===== src/rtl/kugelblitz_byte_patch_pkg.sv =====
// kugelblitz_byte_patch shared definitions.
// Stream geometry, counter width, control states, byte helper.
package kugelblitz_byte_patch_pkg;

  localparam int KG_AXIS_DATA_WIDTH = 512;
  localparam int KG_AXIS_KEEP_WIDTH = 64;
  localparam int KG_LANE_BITS       = 6;
  localparam int KG_OFFSET_WIDTH    = 16;
  localparam int KG_CNT_WIDTH       = 32;

  typedef enum logic {
    ST_IDLE  = 1'b0,
    ST_FRAME = 1'b1
  } ctl_state_t;

  function automatic logic [KG_AXIS_DATA_WIDTH-1:0] put_byte(
    input logic [KG_AXIS_DATA_WIDTH-1:0] d,
    input logic [KG_LANE_BITS-1:0]       lane,
    input logic [7:0]                    b
  );
    logic [KG_AXIS_DATA_WIDTH-1:0] r;
    r = d;
    r[{lane, 3'b000} +: 8] = b;
    return r;
  endfunction

endpackage


===== src/rtl/kugelblitz_byte_patch_if.sv =====
// AXI-stream bundle used on both sides of the patch stage.
// master drives payload/valid, slave drives ready.
interface kugelblitz_byte_patch_if #(
  parameter int DATA_WIDTH = 512,
  parameter int USER_WIDTH = 1
);

  localparam int KEEP_WIDTH = DATA_WIDTH / 8;

  logic [DATA_WIDTH-1:0] tdata;
  logic [KEEP_WIDTH-1:0] tkeep;
  logic                  tvalid;
  logic                  tready;
  logic                  tlast;
  logic [USER_WIDTH-1:0] tuser;

  modport master (
    output tdata, tkeep, tvalid, tlast, tuser,
    input  tready
  );

  modport slave (
    input  tdata, tkeep, tvalid, tlast, tuser,
    output tready
  );

endinterface


===== src/rtl/kugelblitz_axis_skid.sv =====
// Generic 2-entry AXI-stream register slice.
// Output register plus one skid entry; ready is registered.
module kugelblitz_axis_skid #(
  parameter int DATA_WIDTH = 512,
  parameter int USER_WIDTH = 1
) (
  input logic                   clk,
  input logic                   rst_n,
  kugelblitz_byte_patch_if.slave  s,
  kugelblitz_byte_patch_if.master m
);

  localparam int KW = DATA_WIDTH / 8;
  localparam int PW = DATA_WIDTH + KW + 1 + USER_WIDTH;

  logic [PW-1:0] r_out;
  logic [PW-1:0] r_skd;
  logic          r_out_vld;
  logic          r_skd_vld;
  logic          r_ready;

  logic [PW-1:0] w_in;
  logic          w_in_fire;
  logic          w_load;

  assign w_in      = {s.tdata, s.tkeep, s.tlast, s.tuser};
  assign w_in_fire = s.tvalid && r_ready;
  assign w_load    = !r_out_vld || m.tready;

  assign s.tready = r_ready;
  assign m.tvalid = r_out_vld;
  assign {m.tdata, m.tkeep, m.tlast, m.tuser} = r_out;

  // Output register refills from skid first, else from input.
  always_ff @(posedge clk or negedge rst_n) begin
    if (!rst_n) begin
      r_out     <= '0;
      r_skd     <= '0;
      r_out_vld <= 1'b0;
      r_skd_vld <= 1'b0;
      r_ready   <= 1'b0;
    end else if (w_load) begin
      if (r_skd_vld) begin
        r_out     <= r_skd;
        r_out_vld <= 1'b1;
        r_skd_vld <= 1'b0;
      end else begin
        r_out_vld <= w_in_fire;
        if (w_in_fire) r_out <= w_in;
      end
      r_ready <= 1'b1;
    end else if (w_in_fire) begin
      r_skd     <= w_in;
      r_skd_vld <= 1'b1;
      r_ready   <= 1'b0;
    end else begin
      r_ready <= !r_skd_vld;
    end
  end

endmodule


===== src/rtl/kugelblitz_byte_patch.sv =====
// TX-path stage overwriting one byte at a programmed frame offset.
// Config latch, beat counter, patch mux, status counters.
module kugelblitz_byte_patch
  import kugelblitz_byte_patch_pkg::*;
#(
  parameter int DATA_WIDTH   = KG_AXIS_DATA_WIDTH,
  parameter int KEEP_WIDTH   = DATA_WIDTH / 8,
  parameter int USER_WIDTH   = 1,
  parameter int OFFSET_WIDTH = KG_OFFSET_WIDTH,
  parameter int CNT_WIDTH    = KG_CNT_WIDTH
) (
  input  logic                    clk,
  input  logic                    rst_n,
  kugelblitz_byte_patch_if.slave  s_axis,
  kugelblitz_byte_patch_if.master m_axis,
  input  logic                    cfg_enable,
  input  logic [OFFSET_WIDTH-1:0] cfg_offset,
  input  logic [7:0]              cfg_data,
  output logic [CNT_WIDTH-1:0]    stat_frames,
  output logic [CNT_WIDTH-1:0]    stat_patched,
  output logic [CNT_WIDTH-1:0]    stat_short
);

  localparam int BW = OFFSET_WIDTH - KG_LANE_BITS;

  ctl_state_t            r_state;
  logic [BW-1:0]         r_beat;
  logic                  r_en;
  logic [OFFSET_WIDTH-1:0] r_off;
  logic [7:0]            r_dat;
  logic [CNT_WIDTH-1:0]  r_frames;
  logic [CNT_WIDTH-1:0]  r_patched;
  logic [CNT_WIDTH-1:0]  r_short;

  logic                    w_fire;
  logic                    w_first;
  logic                    w_en;
  logic [OFFSET_WIDTH-1:0] w_off;
  logic [7:0]              w_dat;
  logic [BW-1:0]           w_tgt;
  logic [KG_LANE_BITS-1:0] w_lane;
  logic                    w_lane_on;
  logic                    w_hit;
  logic                    w_short;
  logic                    w_out_last;
  logic [KEEP_WIDTH-1:0]   w_keep;

  kugelblitz_byte_patch_if #(
    .DATA_WIDTH(DATA_WIDTH),
    .USER_WIDTH(USER_WIDTH)
  ) w_pat ();

  // First beat of a frame sees live config, later beats the latched copy.
  assign w_first   = (r_state == ST_IDLE);
  assign w_en      = w_first ? cfg_enable : r_en;
  assign w_off     = w_first ? cfg_offset : r_off;
  assign w_dat     = w_first ? cfg_data   : r_dat;
  assign w_tgt     = w_off[OFFSET_WIDTH-1:KG_LANE_BITS];
  assign w_lane    = w_off[KG_LANE_BITS-1:0];
  assign w_keep    = s_axis.tkeep;
  assign w_lane_on = w_keep[w_lane];

  assign w_fire  = s_axis.tvalid && w_pat.tready;
  assign w_hit   = w_en && (r_beat == w_tgt) && w_lane_on;
  assign w_short = w_en && s_axis.tlast &&
                   ((r_beat < w_tgt) ||
                    ((r_beat == w_tgt) && !w_lane_on));

  assign w_pat.tdata  = w_hit ? put_byte(s_axis.tdata, w_lane, w_dat)
                              : s_axis.tdata;
  assign w_pat.tkeep  = s_axis.tkeep;
  assign w_pat.tvalid = s_axis.tvalid;
  assign w_pat.tlast  = s_axis.tlast;
  assign w_pat.tuser  = s_axis.tuser;
  assign s_axis.tready = w_pat.tready;

  kugelblitz_axis_skid #(
    .DATA_WIDTH(DATA_WIDTH),
    .USER_WIDTH(USER_WIDTH)
  ) u_skid (
    .clk   (clk),
    .rst_n (rst_n),
    .s     (w_pat),
    .m     (m_axis)
  );

  assign w_out_last = m_axis.tvalid && m_axis.tready && m_axis.tlast;

  // Frame FSM, config latch and saturating beat counter.
  always_ff @(posedge clk or negedge rst_n) begin
    if (!rst_n) begin
      r_state <= ST_IDLE;
      r_beat  <= '0;
      r_en    <= 1'b0;
      r_off   <= '0;
      r_dat   <= '0;
    end else if (w_fire) begin
      if (r_state == ST_IDLE) begin
        r_en  <= cfg_enable;
        r_off <= cfg_offset;
        r_dat <= cfg_data;
      end
      if (s_axis.tlast) begin
        r_state <= ST_IDLE;
        r_beat  <= '0;
      end else begin
        r_state <= ST_FRAME;
        if (!(&r_beat)) r_beat <= r_beat + 1'b1;
      end
    end
  end

  // Wrapping status counters.
  always_ff @(posedge clk or negedge rst_n) begin
    if (!rst_n) begin
      r_frames  <= '0;
      r_patched <= '0;
      r_short   <= '0;
    end else begin
      if (w_out_last)         r_frames  <= r_frames + 1'b1;
      if (w_fire && w_hit)    r_patched <= r_patched + 1'b1;
      if (w_fire && w_short)  r_short   <= r_short + 1'b1;
    end
  end

  assign stat_frames  = r_frames;
  assign stat_patched = r_patched;
  assign stat_short   = r_short;

endmodule

===== src/flat_wrapper.sv =====
// flat-port wrapper written by rule: the top's interface ports become plain ports
module kugelblitz_byte_patch_flat import kugelblitz_byte_patch_pkg::*;
#(
  parameter int DATA_WIDTH   = KG_AXIS_DATA_WIDTH,
  parameter int KEEP_WIDTH   = DATA_WIDTH / 8,
  parameter int USER_WIDTH   = 1,
  parameter int OFFSET_WIDTH = KG_OFFSET_WIDTH,
  parameter int CNT_WIDTH    = KG_CNT_WIDTH
)
  (clk, rst_n, cfg_enable, cfg_offset, cfg_data, stat_frames, stat_patched, stat_short, s_axis_tdata, s_axis_tkeep, s_axis_tvalid, s_axis_tlast, s_axis_tuser, s_axis_tready, m_axis_tdata, m_axis_tkeep, m_axis_tvalid, m_axis_tlast, m_axis_tuser, m_axis_tready);
  kugelblitz_byte_patch_if #(.DATA_WIDTH(DATA_WIDTH), .USER_WIDTH(USER_WIDTH)) s_axis_i ();
  kugelblitz_byte_patch_if #(.DATA_WIDTH(DATA_WIDTH), .USER_WIDTH(USER_WIDTH)) m_axis_i ();
  input  logic clk;
  input  logic rst_n;
  input  logic cfg_enable;
  input  logic [OFFSET_WIDTH-1:0] cfg_offset;
  input  logic [7:0] cfg_data;
  output logic [CNT_WIDTH-1:0] stat_frames;
  output logic [CNT_WIDTH-1:0] stat_patched;
  output logic [CNT_WIDTH-1:0] stat_short;
  input wire logic [$bits(s_axis_i.tdata)-1:0] s_axis_tdata;
  input wire logic [$bits(s_axis_i.tkeep)-1:0] s_axis_tkeep;
  input wire logic [$bits(s_axis_i.tvalid)-1:0] s_axis_tvalid;
  input wire logic [$bits(s_axis_i.tlast)-1:0] s_axis_tlast;
  input wire logic [$bits(s_axis_i.tuser)-1:0] s_axis_tuser;
  output wire logic [$bits(s_axis_i.tready)-1:0] s_axis_tready;
  output wire logic [$bits(m_axis_i.tdata)-1:0] m_axis_tdata;
  output wire logic [$bits(m_axis_i.tkeep)-1:0] m_axis_tkeep;
  output wire logic [$bits(m_axis_i.tvalid)-1:0] m_axis_tvalid;
  output wire logic [$bits(m_axis_i.tlast)-1:0] m_axis_tlast;
  output wire logic [$bits(m_axis_i.tuser)-1:0] m_axis_tuser;
  input wire logic [$bits(m_axis_i.tready)-1:0] m_axis_tready;
  assign s_axis_i.tdata = s_axis_tdata;
  assign s_axis_i.tkeep = s_axis_tkeep;
  assign s_axis_i.tvalid = s_axis_tvalid;
  assign s_axis_i.tlast = s_axis_tlast;
  assign s_axis_i.tuser = s_axis_tuser;
  assign s_axis_tready = s_axis_i.tready;
  assign m_axis_tdata = m_axis_i.tdata;
  assign m_axis_tkeep = m_axis_i.tkeep;
  assign m_axis_tvalid = m_axis_i.tvalid;
  assign m_axis_tlast = m_axis_i.tlast;
  assign m_axis_tuser = m_axis_i.tuser;
  assign m_axis_i.tready = m_axis_tready;
  kugelblitz_byte_patch #(.DATA_WIDTH(DATA_WIDTH), .KEEP_WIDTH(KEEP_WIDTH), .USER_WIDTH(USER_WIDTH), .OFFSET_WIDTH(OFFSET_WIDTH), .CNT_WIDTH(CNT_WIDTH)) u_core (.clk(clk), .rst_n(rst_n), .s_axis(s_axis_i), .m_axis(m_axis_i), .cfg_enable(cfg_enable), .cfg_offset(cfg_offset), .cfg_data(cfg_data), .stat_frames(stat_frames), .stat_patched(stat_patched), .stat_short(stat_short));
endmodule

===== config.mk =====
export PLATFORM = sky130hd
export DESIGN_NAME = kugelblitz_byte_patch_flat
export DESIGN_NICKNAME = d
export VERILOG_FILES = /design/src/rtl/kugelblitz_byte_patch_pkg.sv /design/src/rtl/kugelblitz_byte_patch_if.sv /design/src/rtl/kugelblitz_axis_skid.sv /design/src/rtl/kugelblitz_byte_patch.sv /design/src/flat_wrapper.sv
export SDC_FILE = /design/constraint.sdc
export NUM_CORES = 2
export LEC_CHECK = 0
export BUFFER_PORTS_ARGS = -buffer_cell sky130_fd_sc_hd__buf_4
export CORE_AREA = 2 2 500 502
export DETAILED_ROUTE_END_ITERATION = 10
export DIE_AREA = 0 0 502 504
export RECOVER_POWER = 25
export SYNTH_ARGS = -nofsm -noshare
export SYNTH_HDL_FRONTEND = slang
export SYNTH_HIERARCHICAL = 1
export SYNTH_SLANG_ARGS = --single-unit

===== constraint.sdc =====
create_clock -name clk -period 4 [get_ports clk]
set_input_delay 0.2 -clock clk [delete_from_list [all_inputs] [get_ports clk]]
set_output_delay 0.2 -clock clk [all_outputs]
set_load 0.01 [all_outputs]

==> results.json <==
{
  "yosys_warnings": 6,
  "worst_pin_slew_ns": 2.28,
  "antenna_found_initial": 100,
  "hp-class": "in2reg",
  "core_area_sq_mm": 0.248,
  "hold_depth": 3,
  "p_sw_mw": 17.3,
  "path_buf_inv": 5,
  "grt_pass1_vias": 57600,
  "p_int_mw": 31.9,
  "cp_slowest_stage_delay_ns": 0.52,
  "crit_top_cell": "buf_4",
  "synth_cell_types": 62,
  "avgSynthCellArea_sq_um": 11.6,
  "cts_tree": "yes",
  "groute.layer.met1.usage_pct": 31.0,
  "clock-sinks": 1291,
  "dr.pass1.iters": 6,
  "area_growth_pct": 39.8,
  "max-clock-path-buffers": 3,
  "yosys.area.top_type_share_pct": 49.6,
  "period_share_pct": 97.9,
  "dp_cells": 10100,
  "path_cells": "buf_12 -> mux2_2 -> ha_1 -> nand3_1 -> nor4_4 -> buf_6 -> nand2_2 -> nor2_2 -> buf_4 -> o211ai_1 -> buf_4 -> buf_4 -> o21ai_0 -> mux2i_1 -> o21ai_0",
  "clk_latency_ns": 0.81,
  "io_buffers": 1282,
  "place.gp.congestion": 0.910,
  "leakage_nw": 41.5,
  "finClkSkew_ns": 0.0545,
  "async_flop_share_pct": 100,
  "peakVddDrop_uv": 347,
  "hpwl_microns": 238000,
  "top_usage_layer": "met2",
  "synth.area.top_cells": "dfrtp_1, mux2_4, o21ai_0",
  "place_ws_ns": -0.543,
  "synth.most_common_cell": "o21ai_0",
  "drc": 0,
  "crit_family": "buffers and inverters",
  "fp-row-count": 183,
  "arrival_ns": 4.61,
  "synth_area_leader_cell": "dfrtp_1",
  "ys.flop_type": "dfrtp_1",
  "grt_use_met3_pct": 6.88,
  "crit_slowest_cell": "dfrtp_4",
  "path_max_fanout": 15,
  "seq_area_frac_synth_pct": 49.6,
  "fillCellCount": 24200,
  "stdcell_count": 11100,
  "grt.overflow.total": 0,
  "drt-initial-drc-count": 5028,
  "swShare_pct": 35.1,
  "clockRootBuffer": "clkbuf_16",
  "fin_nets": 8194,
  "relSlewSlack_pct": -51.8,
  "pwr-share-seq_pct": 38.2,
  "p_comb_share_pct": 33.0,
  "fin_ws_ns": 0.0837,
  "synthesis.area_sq_mm": 0.0651,
  "hold_viol_final": 0,
  "status": "complete, but fails checks",
  "grt.met2_usage_pct": 38.4,
  "vias_per_cell": 5.05,
  "io_pins": 1283,
  "ys_ff_latch": 1291,
  "final_util_pct": 36.8,
  "start_util_pct": 26.3,
  "synth-edff-count": 0,
  "fp.dieW_microns": 502,
  "violations": "capacitance limit, slew limit",
  "rr_worst_depth": 15,
  "final_antenna_net_count": 0,
  "cts_buffers": 155,
  "cp.depth": 15,
  "htree_num_levels": 4,
  "rsz0062_at_grt": "no",
  "required_ns": 4.70,
  "syn-instance-count": 5635,
  "grt_max_degree": 181,
  "wl_per_cell_microns": 29.2,
  "cap_violations": 6,
  "path_class": "reg2reg",
  "dieArea_sq_mm": 0.253,
  "die_h_microns": 504,
  "via_count": 55900,
  "max_freq_mhz": 255,
  "clkTransAtPathRegs_ns": 0.06,
  "r2r_slack_ns": 0.08,
  "drv_slew": 405,
  "crit_path_end_kind": "flop",
  "setup_viol": 0,
  "powerDensity_mw_per_mm2": 540,
  "period_minus_slack_ns": 3.92,
  "grt_pass1_wl_microns": 449000,
  "wirelength_microns": 323000,
  "syn_nets": 6259,
  "clkPwrFrac_pct": 28.8,
  "synth_common_cells": "o21ai_0, dfrtp_1, mux2i_1",
  "layout-drive-gt1-share_pct": 36.0,
  "track_usage_pct": 24.6,
  "start_kind": "flop"
}
-- state kept, by name (all words and copies together), names as in the netlist --
name	flops
u_core/stat_short	32
u_core/u_skid/r_skd_vld	1
u_core/u_skid/r_out	578
u_core/r_en	1
u_core/r_state	1
u_core/stat_patched	32
u_core/u_skid/s.tready	1
u_core/u_skid/m.tvalid	1
u_core/r_beat	10
u_core/r_off	16
u_core/stat_frames	32
u_core/u_skid/r_skd	578
u_core/r_dat	8
-- power groups by stage --
stage	clock (mW)	combinational (mW)	sequential (mW)
2_1_floorplan	0	6.78	19.0
3_3_place_gp	0	15.4	18.7
3_5_place_dp	0	15.6	18.8
4_1_cts	14.4	16.2	18.7
5_1_grt	15.0	17.2	19.1
6_report	14.2	16.2	18.8
-- cells by family after synthesis --
| logic type | count (synthesis) | synth area share, % |
|---|---|---|
| AO/OA/AOI/OAI | 1599 | 13.0 |
| XOR/XNOR | 103 | 1.38 |
| adder cells (fa/ha/maj) | 17 | 0.326 |
| buffers and inverters | 454 | 3.80 |
| flip-flops | 1291 | 49.6 |
| multiplexers | 1443 | 26.7 |
| AND/OR/NAND/NOR | 728 | 5.22 |
-- layout make-up --
cell class                      count  area (sq um)  share of cell area (%)
Clock inverter                     48           582                   0.639
Tap cell                         3330          4170                    4.58
Multi-Input combinational cell   3890         30600                    33.6
Antenna cell                       53           133                   0.146
Sequential cell                  1291         32300                    35.5
Timing Repair Buffer             2215         18700                    20.6
Clock buffer                      228          4440                    4.88
Inverter                           17          63.8                  0.0701
-- worst min-delay path, cell delays in order --
cell and delay [ns]:
dlygate4sd3_1 0.52, buf_4 0.12, mux2_4 0.13
-- path summary, 6_finish.rpt --
kind | to | start
min | u_core/u_skid/r_skd[59] | s_axis_tkeep[57]
min in group asynchronous | u_core/u_skid/r_out[297] | rst_n
min reg2reg | u_core/stat_frames[31] | u_core/stat_frames[31]
max in group asynchronous | u_core/u_skid/r_out[472] | rst_n
max | u_core/u_skid/r_out[92] | u_core/r_state
max reg2reg | u_core/u_skid/r_out[92] | u_core/r_state
-- through the flow --
| step | setup TNS (ns) | power, mW | instance area (sq um) | hold slack [ns] |
|---|---|---|---|---|
| floorplan | 0 | 25.8 | 65200 | -0.0956 |
| global placement | -72.49 | 34.1 | 79900 | 0.249 |
| detailed placement | -106.57 | 34.4 | 79900 | 0.253 |
| CTS | 0 | 49.4 | 91000 | 0.00883 |
| global route | 0 | 51.3 | 91000 | 0.151 |
| finish | 0 | 49.2 | 91100 | 0.208 |
-- placed cells by master, fill, tap and decap left out, types with 5 or more instances in the layout --
cell           count
nor2_2             8
clkbuf_4           5
nand2_2            6
clkinv_8           5
and3_1            23
o21ai_0         1377
buf_12            52
clkinv_2          23
buf_4           1539
clkbuf_1          58
o21bai_1          10
a22oi_1           16
mux2_2           340
o21ai_1           79
nor2_1           108
inv_1             17
inv_6              5
and4_1             6
clkinv_16          5
a21oi_1           14
ha_1              17
nand4_1           20
dfrtp_1         1289
dlygate4sd3_1    595
nand3_1           54
o2111ai_2          9
nand3b_4          18
mux2_4           508
diode_2           53
mux2i_1          592
nand2_1          430
clkbuf_16        157
clkbuf_8          27
clkbuf_2           5
o211ai_1          35
o22ai_1           26
xor2_1            32
nor3_1            14
nand2b_1          11
xnor2_1           70
-- what timing repair did --
action	CTS	global route
setup buffers	2	3
endpoints found under the hold margin	1335	0
hold buffers	595	0
pin swaps	2	3
setup endpoints to repair	840	235
gates cloned	0	1
gates resized for setup	15	18
-- routing by layer --
layer / part of all wire [%] / wire length (microns) / vias up
li1: - / - / 24100
met1: 41 / 132000 / 28600
met2: 45 / 146000 / 2538
met3: 7.9 / 25500 / 645
met4: 5.7 / 18300 / 58
met5: 0.12 / 375 / -
(Power assumes the default switching activity.)
